<file path="src/rtl/bp_be_pkg.sv">
// Shared types for the BE dispatch hazard detector: hazard-reason bit indices
// and the counter-width helper used to size latency/credit counters.
`ifndef BP_BE_CNT_W
`define BP_BE_CNT_W(max_val) (((max_val) < 1) ? 1 : $clog2((max_val) + 1))
`endif

package bp_be_pkg;

    typedef enum logic [1:0] {
        HAZ_RAW    = 2'd0,
        HAZ_WAW    = 2'd1,
        HAZ_CTRL   = 2'd2,
        HAZ_STRUCT = 2'd3
    } bp_be_haz_reason_e;

    localparam int HAZ_W = 4;

endpackage

</file>
<file path="src/rtl/bp_be_scoreboard_detector_if.sv">
// ISD <-> detector bundle: the offered instruction plus the permit/hazard reply.
interface bp_be_scoreboard_detector_if #(
    parameter int reg_addr_width_p = 5,
    parameter int max_lat_p        = 7
);
    localparam int lat_w_lp = (max_lat_p < 1) ? 1 : $clog2(max_lat_p + 1);

    logic                                 isd_v_i;
    logic [2:0][reg_addr_width_p-1:0]     isd_rs_addr_i;
    logic [1:0]                           isd_irs_v_i;
    logic [2:0]                           isd_frs_v_i;
    logic [reg_addr_width_p-1:0]          isd_rd_addr_i;
    logic                                 isd_iwb_v_i;
    logic                                 isd_fwb_v_i;
    logic [lat_w_lp-1:0]                  isd_lat_i;
    logic                                 isd_mem_v_i;
    logic                                 isd_fence_v_i;
    logic                                 isd_serial_v_i;
    logic                                 chk_dispatch_v_o;
    logic [3:0]                           haz_o;

    modport master (
        output isd_v_i, isd_rs_addr_i, isd_irs_v_i, isd_frs_v_i, isd_rd_addr_i,
               isd_iwb_v_i, isd_fwb_v_i, isd_lat_i, isd_mem_v_i, isd_fence_v_i,
               isd_serial_v_i,
        input  chk_dispatch_v_o, haz_o
    );

    modport slave (
        input  isd_v_i, isd_rs_addr_i, isd_irs_v_i, isd_frs_v_i, isd_rd_addr_i,
               isd_iwb_v_i, isd_fwb_v_i, isd_lat_i, isd_mem_v_i, isd_fence_v_i,
               isd_serial_v_i,
        output chk_dispatch_v_o, haz_o
    );

endinterface

</file>
<file path="src/rtl/bp_be_reg_scoreboard.sv">
// Per-register result-latency counters for one register file: load on write
// dispatch, count down otherwise, with three source lookups and one rd lookup.
module bp_be_reg_scoreboard #(
    parameter int addr_w_p   = 5,
    parameter int lat_w_p    = 3,
    parameter bit zero_reg_p = 1'b0
) (
    input  logic                     clk_i,
    input  logic                     reset_n_i,
    input  logic                     flush_i,
    input  logic                     ld_v_i,
    input  logic [addr_w_p-1:0]      ld_addr_i,
    input  logic [lat_w_p-1:0]       ld_lat_i,
    input  logic [2:0][addr_w_p-1:0] rs_addr_i,
    output logic [2:0]               rs_busy_o,
    input  logic [addr_w_p-1:0]      rd_addr_i,
    output logic [lat_w_p-1:0]       rd_cnt_o
);

    localparam int nreg_lp = 1 << addr_w_p;

    logic [nreg_lp-1:0][lat_w_p-1:0] cnt_q, cnt_d;

    // Load beats decrement; flush beats both; a hardwired-zero register never counts.
    always_comb begin
        for (int r = 0; r < nreg_lp; r++) begin
            cnt_d[r] = (cnt_q[r] != '0) ? cnt_q[r] - lat_w_p'(1) : '0;
            if (ld_v_i && (ld_addr_i == addr_w_p'(r)))
                cnt_d[r] = ld_lat_i;
            if (flush_i || (zero_reg_p && (r == 0)))
                cnt_d[r] = '0;
        end
    end

    always_ff @(posedge clk_i or negedge reset_n_i) begin
        if (!reset_n_i) cnt_q <= '0;
        else            cnt_q <= cnt_d;
    end

    always_comb begin
        for (int i = 0; i < 3; i++)
            rs_busy_o[i] = (cnt_q[rs_addr_i[i]] != '0);
        rd_cnt_o = cnt_q[rd_addr_i];
    end

endmodule

</file>
<file path="src/rtl/bp_be_scoreboard_detector.sv">
// BE dispatch permit: int/FP latency scoreboards (RAW/WAW), serialisation and
// fence drain (control), memory credits and external readiness (structural).
module bp_be_scoreboard_detector
    import bp_be_pkg::*;
#(
    parameter int reg_addr_width_p = 5,
    parameter int max_lat_p        = 7,
    parameter int pipe_depth_p     = 4,
    parameter int credits_p        = 8,
    parameter int serial_stages_p  = 4
) (
    input  logic                          clk_i,
    input  logic                          reset_n_i,
    input  logic                          freeze_i,
    bp_be_scoreboard_detector_if.slave    isd,
    input  logic                          mem_ret_i,
    input  logic                          flush_i,
    input  logic                          fe_cmd_ready_i,
    input  logic                          mmu_cmd_ready_i,
    input  logic                          long_busy_i,
    output logic                          credits_full_o,
    output logic                          credits_empty_o
);

    localparam int lat_w_lp  = `BP_BE_CNT_W(max_lat_p);
    localparam int ser_w_lp  = `BP_BE_CNT_W(serial_stages_p);
    localparam int shd_w_lp  = `BP_BE_CNT_W(pipe_depth_p);
    localparam int cred_w_lp = `BP_BE_CNT_W(credits_p);

    logic                upd;
    logic                iwb_ld, fwb_ld;
    logic [2:0]          ibusy, fbusy;
    logic [lat_w_lp-1:0] icnt_rd, fcnt_rd;
    logic                unused_ibusy2;

    logic [ser_w_lp-1:0]  ser_q, ser_d;
    logic [shd_w_lp-1:0]  shadow_q, shadow_d;
    logic [cred_w_lp-1:0] cred_q, cred_d;
    logic                 cred_inc, cred_dec;

    logic              raw, waw, ctrl, strct, fence_wait;
    logic [HAZ_W-1:0]  haz;

    // Only a permitted offer outside a flush cycle changes any state.
    assign upd    = isd.isd_v_i & isd.chk_dispatch_v_o & ~flush_i;
    assign iwb_ld = upd & isd.isd_iwb_v_i & (isd.isd_rd_addr_i != '0);
    assign fwb_ld = upd & isd.isd_fwb_v_i;

    bp_be_reg_scoreboard #(
        .addr_w_p(reg_addr_width_p), .lat_w_p(lat_w_lp), .zero_reg_p(1'b1)
    ) u_int_sb (
        .clk_i, .reset_n_i, .flush_i,
        .ld_v_i(iwb_ld), .ld_addr_i(isd.isd_rd_addr_i), .ld_lat_i(isd.isd_lat_i),
        .rs_addr_i(isd.isd_rs_addr_i), .rs_busy_o(ibusy),
        .rd_addr_i(isd.isd_rd_addr_i), .rd_cnt_o(icnt_rd)
    );

    bp_be_reg_scoreboard #(
        .addr_w_p(reg_addr_width_p), .lat_w_p(lat_w_lp), .zero_reg_p(1'b0)
    ) u_fp_sb (
        .clk_i, .reset_n_i, .flush_i,
        .ld_v_i(fwb_ld), .ld_addr_i(isd.isd_rd_addr_i), .ld_lat_i(isd.isd_lat_i),
        .rs_addr_i(isd.isd_rs_addr_i), .rs_busy_o(fbusy),
        .rd_addr_i(isd.isd_rd_addr_i), .rd_cnt_o(fcnt_rd)
    );

    assign unused_ibusy2 = ibusy[2];

    assign cred_inc = upd & isd.isd_mem_v_i;
    assign cred_dec = mem_ret_i;

    always_comb begin
        ser_d = (ser_q != '0) ? ser_q - ser_w_lp'(1) : '0;
        if (upd && isd.isd_serial_v_i) ser_d = ser_w_lp'(serial_stages_p);
        if (flush_i)                   ser_d = '0;

        shadow_d = (shadow_q != '0) ? shadow_q - shd_w_lp'(1) : '0;
        if (cred_inc) shadow_d = shd_w_lp'(pipe_depth_p);
        if (flush_i)  shadow_d = '0;

        // Credits survive flush: already-issued memory ops still return.
        cred_d = cred_q;
        if (cred_inc && !cred_dec)
            cred_d = cred_q + cred_w_lp'(1);
        else if (!cred_inc && cred_dec && (cred_q != '0))
            cred_d = cred_q - cred_w_lp'(1);
    end

    always_ff @(posedge clk_i or negedge reset_n_i) begin
        if (!reset_n_i) begin
            ser_q    <= '0;
            shadow_q <= '0;
            cred_q   <= '0;
        end else begin
            ser_q    <= ser_d;
            shadow_q <= shadow_d;
            cred_q   <= cred_d;
        end
    end

    always_ff @(posedge clk_i) begin
        if (reset_n_i)
            assert (!(cred_dec && !cred_inc && (cred_q == '0)));
    end

    assign credits_full_o  = (cred_q == cred_w_lp'(credits_p));
    assign credits_empty_o = (cred_q == '0);

    assign raw = |(isd.isd_irs_v_i & ibusy[1:0]) | |(isd.isd_frs_v_i & fbusy);
    assign waw = (isd.isd_iwb_v_i & (isd.isd_rd_addr_i != '0) & (icnt_rd > isd.isd_lat_i))
               | (isd.isd_fwb_v_i & (fcnt_rd > isd.isd_lat_i));

    assign fence_wait = isd.isd_fence_v_i & ~(credits_empty_o & (shadow_q == '0));
    assign ctrl  = (ser_q != '0) | fence_wait | long_busy_i;
    assign strct = freeze_i | ~mmu_cmd_ready_i | ~fe_cmd_ready_i
                 | (isd.isd_mem_v_i & credits_full_o);

    always_comb begin
        haz             = '0;
        haz[HAZ_RAW]    = raw;
        haz[HAZ_WAW]    = waw;
        haz[HAZ_CTRL]   = ctrl;
        haz[HAZ_STRUCT] = strct;
    end

    assign isd.haz_o            = haz;
    assign isd.chk_dispatch_v_o = ~|haz;

endmodule

</file>
<file path="src/flat_wrapper.sv">
// flat-port wrapper written by rule: the top's interface ports become plain ports
module bp_be_scoreboard_detector_flat import bp_be_pkg::*;
#(
    parameter int reg_addr_width_p = 5,
    parameter int max_lat_p        = 7,
    parameter int pipe_depth_p     = 4,
    parameter int credits_p        = 8,
    parameter int serial_stages_p  = 4
)
  (clk_i, reset_n_i, freeze_i, mem_ret_i, flush_i, fe_cmd_ready_i, mmu_cmd_ready_i, long_busy_i, credits_full_o, credits_empty_o, isd_isd_v_i, isd_isd_rs_addr_i, isd_isd_irs_v_i, isd_isd_frs_v_i, isd_isd_rd_addr_i, isd_isd_iwb_v_i, isd_isd_fwb_v_i, isd_isd_lat_i, isd_isd_mem_v_i, isd_isd_fence_v_i, isd_isd_serial_v_i, isd_chk_dispatch_v_o, isd_haz_o);
  bp_be_scoreboard_detector_if #(.reg_addr_width_p(reg_addr_width_p), .max_lat_p(max_lat_p)) isd_i ();
  input  logic clk_i;
  input  logic reset_n_i;
  input  logic freeze_i;
  input  logic mem_ret_i;
  input  logic flush_i;
  input  logic fe_cmd_ready_i;
  input  logic mmu_cmd_ready_i;
  input  logic long_busy_i;
  output logic credits_full_o;
  output logic credits_empty_o;
  input wire logic [$bits(isd_i.isd_v_i)-1:0] isd_isd_v_i;
  input wire logic [$bits(isd_i.isd_rs_addr_i)-1:0] isd_isd_rs_addr_i;
  input wire logic [$bits(isd_i.isd_irs_v_i)-1:0] isd_isd_irs_v_i;
  input wire logic [$bits(isd_i.isd_frs_v_i)-1:0] isd_isd_frs_v_i;
  input wire logic [$bits(isd_i.isd_rd_addr_i)-1:0] isd_isd_rd_addr_i;
  input wire logic [$bits(isd_i.isd_iwb_v_i)-1:0] isd_isd_iwb_v_i;
  input wire logic [$bits(isd_i.isd_fwb_v_i)-1:0] isd_isd_fwb_v_i;
  input wire logic [$bits(isd_i.isd_lat_i)-1:0] isd_isd_lat_i;
  input wire logic [$bits(isd_i.isd_mem_v_i)-1:0] isd_isd_mem_v_i;
  input wire logic [$bits(isd_i.isd_fence_v_i)-1:0] isd_isd_fence_v_i;
  input wire logic [$bits(isd_i.isd_serial_v_i)-1:0] isd_isd_serial_v_i;
  output wire logic [$bits(isd_i.chk_dispatch_v_o)-1:0] isd_chk_dispatch_v_o;
  output wire logic [$bits(isd_i.haz_o)-1:0] isd_haz_o;
  assign isd_i.isd_v_i = isd_isd_v_i;
  assign isd_i.isd_rs_addr_i = isd_isd_rs_addr_i;
  assign isd_i.isd_irs_v_i = isd_isd_irs_v_i;
  assign isd_i.isd_frs_v_i = isd_isd_frs_v_i;
  assign isd_i.isd_rd_addr_i = isd_isd_rd_addr_i;
  assign isd_i.isd_iwb_v_i = isd_isd_iwb_v_i;
  assign isd_i.isd_fwb_v_i = isd_isd_fwb_v_i;
  assign isd_i.isd_lat_i = isd_isd_lat_i;
  assign isd_i.isd_mem_v_i = isd_isd_mem_v_i;
  assign isd_i.isd_fence_v_i = isd_isd_fence_v_i;
  assign isd_i.isd_serial_v_i = isd_isd_serial_v_i;
  assign isd_chk_dispatch_v_o = isd_i.chk_dispatch_v_o;
  assign isd_haz_o = isd_i.haz_o;
  bp_be_scoreboard_detector #(.reg_addr_width_p(reg_addr_width_p), .max_lat_p(max_lat_p), .pipe_depth_p(pipe_depth_p), .credits_p(credits_p), .serial_stages_p(serial_stages_p)) u_core (.clk_i(clk_i), .reset_n_i(reset_n_i), .freeze_i(freeze_i), .isd(isd_i), .mem_ret_i(mem_ret_i), .flush_i(flush_i), .fe_cmd_ready_i(fe_cmd_ready_i), .mmu_cmd_ready_i(mmu_cmd_ready_i), .long_busy_i(long_busy_i), .credits_full_o(credits_full_o), .credits_empty_o(credits_empty_o));
endmodule
</file>
<file path="config.mk">
export PLATFORM = sky130hd
export DESIGN_NAME = bp_be_scoreboard_detector_flat
export DESIGN_NICKNAME = d
export VERILOG_FILES = /design/src/rtl/bp_be_pkg.sv /design/src/rtl/bp_be_scoreboard_detector_if.sv /design/src/rtl/bp_be_reg_scoreboard.sv /design/src/rtl/bp_be_scoreboard_detector.sv /design/src/flat_wrapper.sv
export SDC_FILE = /design/constraint.sdc
export NUM_CORES = 1
export LEC_CHECK = 0
export ABC_AREA = 1
export ABC_CLOCK_PERIOD_IN_PS = 4040
export BUFFER_PORTS_ARGS = -buffer_cell sky130_fd_sc_hd__buf_2
export CAP_MARGIN = 20
export CORE_MARGIN = 5
export CORE_UTILIZATION = 40
export CTS_CLUSTER_DIAMETER = 60
export CTS_CLUSTER_SIZE = 8
export DETAILED_ROUTE_END_ITERATION = 6
export HOLD_SLACK_MARGIN = 0.02
export PLACE_DENSITY_LB_ADDON = 0.2
export SETUP_SLACK_MARGIN = 0.1
export SLEW_MARGIN = 20
export SYNTH_ARGS = -nofsm -noshare
export SYNTH_HDL_FRONTEND = slang
export SYNTH_HIERARCHICAL = 1
export SYNTH_SLANG_ARGS = --single-unit
</file>
<file path="constraint.sdc">
create_clock -name clk_i -period 4.04 [get_ports clk_i]
set_input_delay 0.202 -clock clk_i [delete_from_list [all_inputs] [get_ports clk_i]]
set_output_delay 0.202 -clock clk_i [all_outputs]
set_load 0.02 [all_outputs]
</file>
; ---- Word level (Yosys, flattened, before mapping)
; Index checks and enable logic that the tools add are counted.
; Widths: inputs -> output; s select.
[totals]
in_bits = 42
out_inout_bits = 7
reg_bits = 199
elab_cells = 556
[op_classes]
muxes = 211
n_addsub = 67
reduce_logical = 149
eq_ne = 32
n_bitwise = 25
order_cmp = 6
[op_table]
columns = op, n
row1 = $mux 3, 202
row2 = $reduce_bool 3->1, 70
row3 = $sub 3x1->3 const B, 65
row4 = $bmux 3 s5, 7
row5 = $eq 5x5->1 const B, 16
row6 = $logic_and 1x1->1, 67
row7 = $eq 5x4->1 const B, 8
row8 = $lt 5x6->1 const B, 4
row9 = $eq 5x3->1 const B, 4
row10 = $and 1x1->1, 12
row11 = $eq 5x2->1 const B, 2
row12 = $mux 4, 2
row13 = $or 1x1->1, 7
row14 = $gt 3x3->1, 2
row15 = $eq 5x1->1 const B, 1
row16 = $logic_not 5->1, 1
row17 = $reduce_bool 5->1, 1
row18 = $add 4x1->4 const B, 1
row19 = $eq 4x4->1 const B, 1
row20 = $logic_not 4->1, 1
row21 = $not 1->1, 4
row22 = $reduce_bool 4->1, 1
row23 = $reduce_or 4->1, 1
row24 = $sub 4x1->4 const B, 1
row25 = other kinds (7), 9

; ---- Logic depth before layout (Yosys ltp)
; Gate-level depths: netlist of the first run.
[depth]
ltp_word = 16
depth_mapped = 30
depth_no_buf = 30

; ---- By module
; The synthesis of the first run kept the hierarchy.
[by_module_without_submodules]
columns = mod, instances, area_each_um2, cells_per_inst, seq_area_each_um2
row1 = bp_be_reg_scoreboard at u_core.u_fp_sb, 1, 8703.3, 1408, 2402.3
row2 = bp_be_reg_scoreboard at u_core.u_int_sb, 1, 8094.0, 1271, 2327.2
row3 = bp_be_scoreboard_detector, 1, 924.6, 129, 250.2

; ---- Least setup slack after synthesis of the first run
; Ideal clock, no wire load.
[synth_timing]
kind = input to register
from = input isd_isd_rd_addr_i[1]
to = register u_core.cred_q[3]
t_arrival_ns = 2.923
path_stages = 29
t_required_ns = 3.927
setup_slack_ns = 1.005
setup_time_ns = 0.113
n_path_buf = 2
cell_sequence = buf_2 > inv_1 > buf_4 > a21oi_1 > o21ai_0 > nand3_1 > nand2_1 > nand2_1 > nand2_1 > nand2_1 > nand2_1 > ha_1 > nand2_1 > nand2_1 > nor2_1 > nor2_1 > nor2_2 > nand3_4 > nor2_4 > nand2_2 > ha_1 > nand2_1 > nand2_1 > a31oi_1 > nand3_1 > nand2_1 > nand2_1 > nand2_1 > inv_1
[synth_via]
elab_chain_len = 14
word_cells_on_any_way = 22
cone_classes = order compare (2) / mux (5) / bitwise (7) / reduce/logical (8)
[synth_lines]
columns = element, line
row1 = "start, declared", flat_wrapper.sv:26  ; input wire logic [$bits(isd_i.isd_rd_addr_i)-1:0] isd_isd_rd_addr_i;
row2 = $bmux 3 s5 *, bp_be_reg_scoreboard.sv:43  ; rd_cnt_o = cnt_q[rd_addr_i];
row3 = $mux 3 (implied by the code) *, bp_be_reg_scoreboard.sv:43
row4 = named net u_core.fcnt_rd[2], bp_be_scoreboard_detector.sv:33  ; logic [lat_w_lp-1:0] icnt_rd, fcnt_rd;
row5 = $gt 3x3->1 *, bp_be_scoreboard_detector.sv:111  ; | (isd.isd_fwb_v_i & (fcnt_rd > isd.isd_lat_i));
row6 = $and 1x1->1 *, bp_be_scoreboard_detector.sv:111
row7 = $or 1x1->1 *, bp_be_scoreboard_detector.sv:111
row8 = $reduce_or 4->1 *, bp_be_scoreboard_detector.sv:127  ; assign isd.chk_dispatch_v_o = ~|haz;
row9 = $logic_not 1->1 *, bp_be_scoreboard_detector.sv:127
row10 = $and 1x1->1 * (2 in series), bp_be_scoreboard_detector.sv:45  ; assign upd = isd.isd_v_i & isd.chk_dispatch_v_o & ~flush_i;
row11 = $and 1x1->1 *, bp_be_scoreboard_detector.sv:69  ; assign cred_inc = upd & isd.isd_mem_v_i;
row12 = $logic_not 1->1, bp_be_scoreboard_detector.sv:85  ; else if (!cred_inc && cred_dec && (cred_q != '0))
row13 = $logic_and 1x1->1 (2 in series), bp_be_scoreboard_detector.sv:85
row14 = $reduce_bool 2->1 (no source line), n/a
row15 = "end signal, assigned", bp_be_scoreboard_detector.sv:97  ; cred_q <= cred_d;
row16 = "end, declared", bp_be_scoreboard_detector.sv:38  ; logic [cred_w_lp-1:0] cred_q, cred_d;
; The timed path passes the listed nets; every way through them passes the cells marked *. The select of a mux whose other input is x is not followed.
; A chain may end at the register's enable or synchronous reset.

==> results of run 1 <==
[worst min-delay path by stage]
stage,to,from,depth (start not counted),slack [ns]
floorplan,u_core/cred_q[0],reset_n_i,0,-0.09
global placement,u_core/u_fp_sb/cnt_q[74],reset_n_i,1,0.36
detailed placement,u_core/u_fp_sb/cnt_q[72],reset_n_i,1,0.38
CTS,u_core/u_fp_sb/cnt_q[50],flush_i,2,0.11
global route,u_core/u_fp_sb/cnt_q[50],flush_i,2,0.12
finish,u_core/u_fp_sb/cnt_q[50],flush_i,2,0.12
[state kept, by name, summed over array words and instances (netlist names)]
signal	count
u_core/u_fp_sb/cnt_q	96
u_core/u_int_sb/cnt_q	93
u_core/cred_q	4
u_core/ser_q	3
u_core/shadow_q	3
[routing by layer]
metal,wire [um],up-vias
met3,4340,175
met5,0,-
met4,2860,0
met1,25900,8482
li1,-,8539
met2,29400,753
[where the power goes]
group	total (uW)	switching, uW	internal, uW
clock	1860	872	986
combinational	932	665	267
sequential	2050	37.6	2010
[layout make-up]
cell class	instances	area, um2	area share [%]
clock buffer	19	433	2.31
clock inverter	13	169	0.902
inverter	369	1390	7.43
multi-input combinational	1970	10100	54.1
sequential	199	4980	26.6
tap	539	674	3.60
timing repair buffer	123	938	5.01
[per-stage QoR]
step / hold slack, ns / instances / utilization [%] / cell area (um2)
3_5_place_dp: 0.375 / 3198 / 43.0 / 18100
5_1_grt: 0.116 / 3232 / 44.5 / 18700
2_1_floorplan: -0.0936 / 2652 / - / 17100
6_report: 0.117 / 3232 / 44.5 / 18700
4_1_cts: 0.109 / 3232 / 44.5 / 18700
3_3_place_gp: 0.363 / 3198 / 43.0 / 18100
[timing repair]
action,in CTS,in global routing
buffers inserted,0,0
hold buffers,2,0
hold endpoints to repair,87,0
gates resized for setup,0,6
setup endpoints to repair,0,12
==> results.tsv, run 1 <==
stage	metric	value	unit
status	status	complete, no violations	
cells_and_area	antenna_cells	0	
clock_tree	htreeDepth	4	
floorplan	dieHeight	217	um
synth	syn_avg_cell_area	6.44	um2
cells_and_area	final_common_cell	nand2_1	
synth	syn_nets	2829	
global_route	use_met2	43.8	%
worst_setup_path	critPathArrivalTime	4.07	ns
sta	rsz0062_at_grt	false	
sta	fin_setup_tns	0	ns
sta	post-route-min-period	3.71	ns
worst_setup_path	path_common_cell	nand2_1	
sta	clock_skew	0.0180	ns
global_route	grt_use_total	26.1	%
global_route	grtUsageMet1	33.4	%
clock_tree	tritoncts	done	
cells_and_area	mostFrequentLayoutCells	600 x nand2_1, 403 x nor2_1, 352 x inv_1	
floorplan	start_util	40.6	%
global_route	grt_pass1_vias	17400	
routing	post_drt_wl_per_cell	19.3	um
placement	dpl.hpwl	43400	um
worst_setup_path	cp-start-kind	register	
worst_setup_path	r2r-end	u_core/u_fp_sb/cnt_q[40]	
global_route	grt_overflow	0	
floorplan	io_pins	49	
worst_setup_path	cp_slowest_cell	dfrtp_1	
placement	gp_congestion	0.960	
floorplan	rows	75	
power_and_ir_drop	p_total	4840	uW
worst_setup_path	cp-end-kind	register	
worst_setup_path	critPathTopFamily	simple AND/OR/NAND/NOR gates	
sta	layout_setup_ws	0.330	ns
hold_path	holdCritPathClass	in2reg	
routing	ant_nets	0	
sta	finalCritPeriodShare	91.8	%
worst_setup_path	cp-endpoint	u_core/u_fp_sb/cnt_q[40]	
worst_setup_path	r2r_start	u_core/u_fp_sb/cnt_q[15]	
global_route	grt_max_degree	90	
synth	netlist_area	17100	um2
clock_tree	clock-sinks	199	
sta	drv_slew	0	
routing	vias	17900	
synth	yosysWarnings	6	
clock_tree	cts_max_path_buffers	2	
power_and_ir_drop	leakage	0.00953	uW
global_route	grtUsageMet3	3.98	%
worst_setup_path	cp-startpoint	u_core/u_fp_sb/cnt_q[15]	
clock_tree	cts_root_buf	clkbuf_16	
sta	fmax	270	MHz
worst_setup_path	max_stage_delay	0.42	ns
cells_and_area	fillers	4465	
placement	port_buffers	48	
floorplan	coreArea	42000	um2
worst_setup_path	required	4.40	ns
cells_and_area	drive_gt1_share	7.98	%
worst_setup_path	path_depth	23	
power_and_ir_drop	p_per_area	259	nW/um2
run	cap_violations	0	
worst_setup_path	worst-r2r-setup-slack	0.33	ns
sta	hold_viol_final	0	
worst_setup_path	crit_buf_inv	4	
global_route	grt_pass1_wl	96900	um
clock_tree	cts_buffers	17	
clock_tree	clk_pin_slew	0.08	ns
floorplan	die-area	46900	um2
routing	drt_iter0_markers	1776	
global_route	antenna_found_initial	0	
global_route	busiest_layer	met2	
power_and_ir_drop	peakVddDrop	0.244	mV
worst_setup_path	ff2ff_path_depth	23	
placement	pre_cts_ws	0.144	ns
worst_setup_path	crit_chain	or2_2 -> nand2_1 -> nand3_1 -> nand2_1 -> nand2_1 -> nand2_1 -> nand2_1 -> nand3b_1 -> nand2_1 -> nand2_1 -> nand3_1 -> nor2_1 -> buf_4 -> nand3_2 -> nor2_4 -> nand3_4 -> nor2_1 -> inv_1 -> nor2_4 -> inv_2 -> nor2_1 -> inv_1 -> a211oi_1	
sta	tightest_slew	1.05	ns
cells_and_area	layout.nets	2857	
routing	firstDrtPassIters	5	
cells_and_area	syn2layout_area_growth	9.65	%
worst_setup_path	path_class	reg2reg	
clock_tree	clock_latency	0.47	ns
routing	drc	0	
synth	syn-instance-count	2652	
routing	viasPerCell	5.55	
worst_setup_path	crit_path_max_fanout	7	
sta	max_slew_margin	30.0	%
floorplan	die_x	217	um
routing	finalWirelength	62500	um
sta	setup_violations	0	
(Power assumes the default switching activity.)
==> run 2: changes to the inputs <==
--- a/config.mk
+++ b/config.mk
@@ -15,7 +15,7 @@
 export CTS_CLUSTER_SIZE = 8
 export DETAILED_ROUTE_END_ITERATION = 6
 export HOLD_SLACK_MARGIN = 0.02
-export PLACE_DENSITY_LB_ADDON = 0.2
+export PLACE_DENSITY_LB_ADDON = 0.12
 export SETUP_SLACK_MARGIN = 0.1
 export SLEW_MARGIN = 20
 export SYNTH_ARGS = -nofsm -noshare
==> run 2 against run 1 <==
Compared with the run above: sequential power barely moved; cell count decreased by 0.43%; non-clock buffer count down 16; worst hold slack lost 0.0012 ns; combinational power down 5.7%; design area decreased by 1.3%; total power shrank 4.0%; largest cell class unchanged; setup slack improved by 0.061 ns.
==> results.tsv, run 2 (synthesized netlist as in run 1, its figures left out) <==
stage	metric	value	unit
power_and_ir_drop	sequentialPowerShare	44.1	%
global_route	grt_max_degree	105	
routing	finalWirelength	62100	um
worst_setup_path	required	4.44	ns
routing	firstDrtPassIters	5	
sta	tightest_slew	1.01	ns
sta	holdWs	0.116	ns
cells_and_area	top_regs	u_core/u_fp_sb/cnt_q x96, u_core/u_int_sb/cnt_q x93, u_core/cred_q x4	
power_and_ir_drop	p_per_area	252	nW/um2
clock_tree	cts_max_path_buffers	2	
run	cap_violations	0	
clock_tree	cts_root_buf	clkbuf_16	
global_route	grt_pass1_vias	17200	
sta	setup_violations	0	
hold_path	holdCritPathClass	in2reg	
cells_and_area	syn2layout_area_growth	8.27	%
cells_and_area	mostFrequentLayoutCells	600 x nand2_1, 405 x nor2_1, 353 x inv_1	
cells_and_area	largest_register_ffs	96	
power_and_ir_drop	leakage	0.00941	uW
sta	rsz0062_at_grt	false	
power_and_ir_drop	p_clk_share	37.0	%
floorplan	io_pins	49	
routing	vias	17700	
global_route	grt_use_total	26.3	%
placement	port_buffers	48	
worst_setup_path	cp-end-kind	register	
global_route	grt_overflow	0	
worst_setup_path	worst-r2r-setup-slack	0.39	ns
cells_and_area	drive_gt1_share	7.32	%
floorplan	start_util	40.6	%
clock_tree	clock-sinks	199	
power_and_ir_drop	intPower	3080	uW
floorplan	rows	75	
worst_setup_path	r2r-end	u_core/cred_q[3]	
worst_setup_path	cp-start-kind	register	
clock_tree	clock_latency	0.51	ns
routing	viasPerCell	5.49	
cells_and_area	fillers	4549	
floorplan	die-area	46900	um2
routing	ant_nets	0	
power_and_ir_drop	peakVddDrop	0.233	mV
routing	drc	0	
worst_setup_path	critPathArrivalTime	4.05	ns
status	status	complete, no violations	
sta	max_slew_margin	32.5	%
placement	gp_congestion	0.963	
cells_and_area	final_common_cell	nand2_1	
worst_setup_path	ff2ff_path_depth	26	
clock_tree	tritoncts	done	
worst_setup_path	crit_path_max_fanout	6	
power_and_ir_drop	p_sw	1570	uW
floorplan	dieHeight	217	um
cells_and_area	fin_cells	3218	
cells_and_area	ff_latch_area	4980	um2
worst_setup_path	path_class	reg2reg	
worst_setup_path	cp-endpoint	u_core/cred_q[3]	
cells_and_area	top_register	u_core/u_fp_sb/cnt_q	
placement	dpl.hpwl	45300	um
floorplan	coreArea	42000	um2
power_and_ir_drop	comb_power_share	18.9	%
worst_setup_path	r2r_start	u_core/u_fp_sb/cnt_q[62]	
sta	fin_setup_tns	0	ns
routing	drt_iter0_markers	1624	
sta	clock_skew	0.0139	ns
clock_tree	cts_setup_buffers	0	
power_and_ir_drop	switching_share	33.7	%
clock_tree	clk_pin_slew	0.08	ns
sta	finalCritPeriodShare	90.3	%
cells_and_area	layout.nets	2841	
cells_and_area	multiInputGateArea	10100	um2
global_route	grt_pass1_wl	96600	um
global_route	antenna_found_initial	0	
routing	post_drt_wl_per_cell	19.3	um
sta	drv_slew	0	
sta	post-route-min-period	3.65	ns
clock_tree	cts_buffers	17	
placement	place_inst	3182	
floorplan	die_x	217	um
sta	fmax	274	MHz
clock_tree	htreeDepth	4	
sta	hold_viol_final	0	
worst_setup_path	cp-startpoint	u_core/u_fp_sb/cnt_q[62]	
[run 2: what timing repair did]
action / 4_1_cts / 5_1_grt
hold buffers: 2 / 0
hold endpoints to repair: 102 / 0
endpoints found under the setup margin: 0 / 21
resized for setup: 0 / 2
[run 2: how the worst min path moves through the flow]
stage                                from                         to  slack [ns]  depth (start not counted)
after floorplan                 reset_n_i           u_core/cred_q[0]       -0.09                          0
after CTS                       mem_ret_i           u_core/cred_q[3]        0.08                          6
after detailed placement        reset_n_i   u_core/u_fp_sb/cnt_q[12]        0.32                          1
after global placement          reset_n_i   u_core/u_fp_sb/cnt_q[14]        0.33                          1
after global routing      isd_isd_mem_v_i         u_core/shadow_q[2]        0.12                          3
final                             flush_i  u_core/u_int_sb/cnt_q[88]        0.12                          2
[run 2: area by class of cell]
type / instances / area share (%)
multi-input cells: 1970 / 54.8
flip-flops and latches: 199 / 26.9
inverters: 369 / 7.52
repair buffers: 107 / 4.10
well taps: 539 / 3.65
clock buffers: 19 / 2.40
clock inverters: 13 / 0.609
diodes: 2 / 0.0271
[run 2: per-stage QoR]
| stage | utilization, % | instance area [um2] | setup WS (ns) | power (uW) |
|---|---|---|---|---|
| 6_report | 44.0 | 18500 | 0.391 | 4650 |
| 3_3_place_gp | 42.6 | 17900 | 0.190 | 2960 |
| 5_1_grt | 44.0 | 18500 | 0.141 | 4890 |
| 2_1_floorplan | - | 17100 | 1.00 | 2630 |
| 4_1_cts | 43.9 | 18500 | 0.346 | 4730 |
| 3_5_place_dp | 42.6 | 17900 | 0.163 | 2960 |
[run 2: worst max-delay path, cell delays in order, from the launching register on]
cell and delay, ns:
dfrtp_1 0.35, inv_1 0.14, o21ai_0 0.42, nand3_1 0.17, nand2_1 0.12, nand2_1 0.06
nand2_1 0.07, nand2_1 0.05, nand2_1 0.09, ha_1 0.25, nand2_1 0.07, nand2_1 0.05
nor2_1 0.10, nor2_1 0.05, nor2_2 0.20, nand3_4 0.12, nor2_4 0.12, nand2_2 0.12
ha_1 0.34, nand2_1 0.08, nand2_1 0.04, a31oi_1 0.19, nand3_1 0.12, nand2_1 0.09
nand2_1 0.05, nand2_1 0.05, inv_1 0.03
[run 2: power groups by stage]
stage | clock (uW) | sequential [uW] | combinational [uW]
after global placement | 0 | 2090 | 865
final | 1720 | 2050 | 879
after CTS | 1800 | 2050 | 876
after global routing | 1860 | 2060 | 971
after detailed placement | 0 | 2090 | 872
after floorplan | 0 | 2080 | 545
[run 2: metal layers]
metal | vias to the layer above | global-route usage, % | routed length [um]
met2 | 652 | 43.6 | 29300
met4 | 0 | 13.2 | 3060
met1 | 8355 | 33.0 | 26100
met3 | 153 | 4.45 | 3680
li1 | 8520 | - | -
met5 | - | 0 | 0
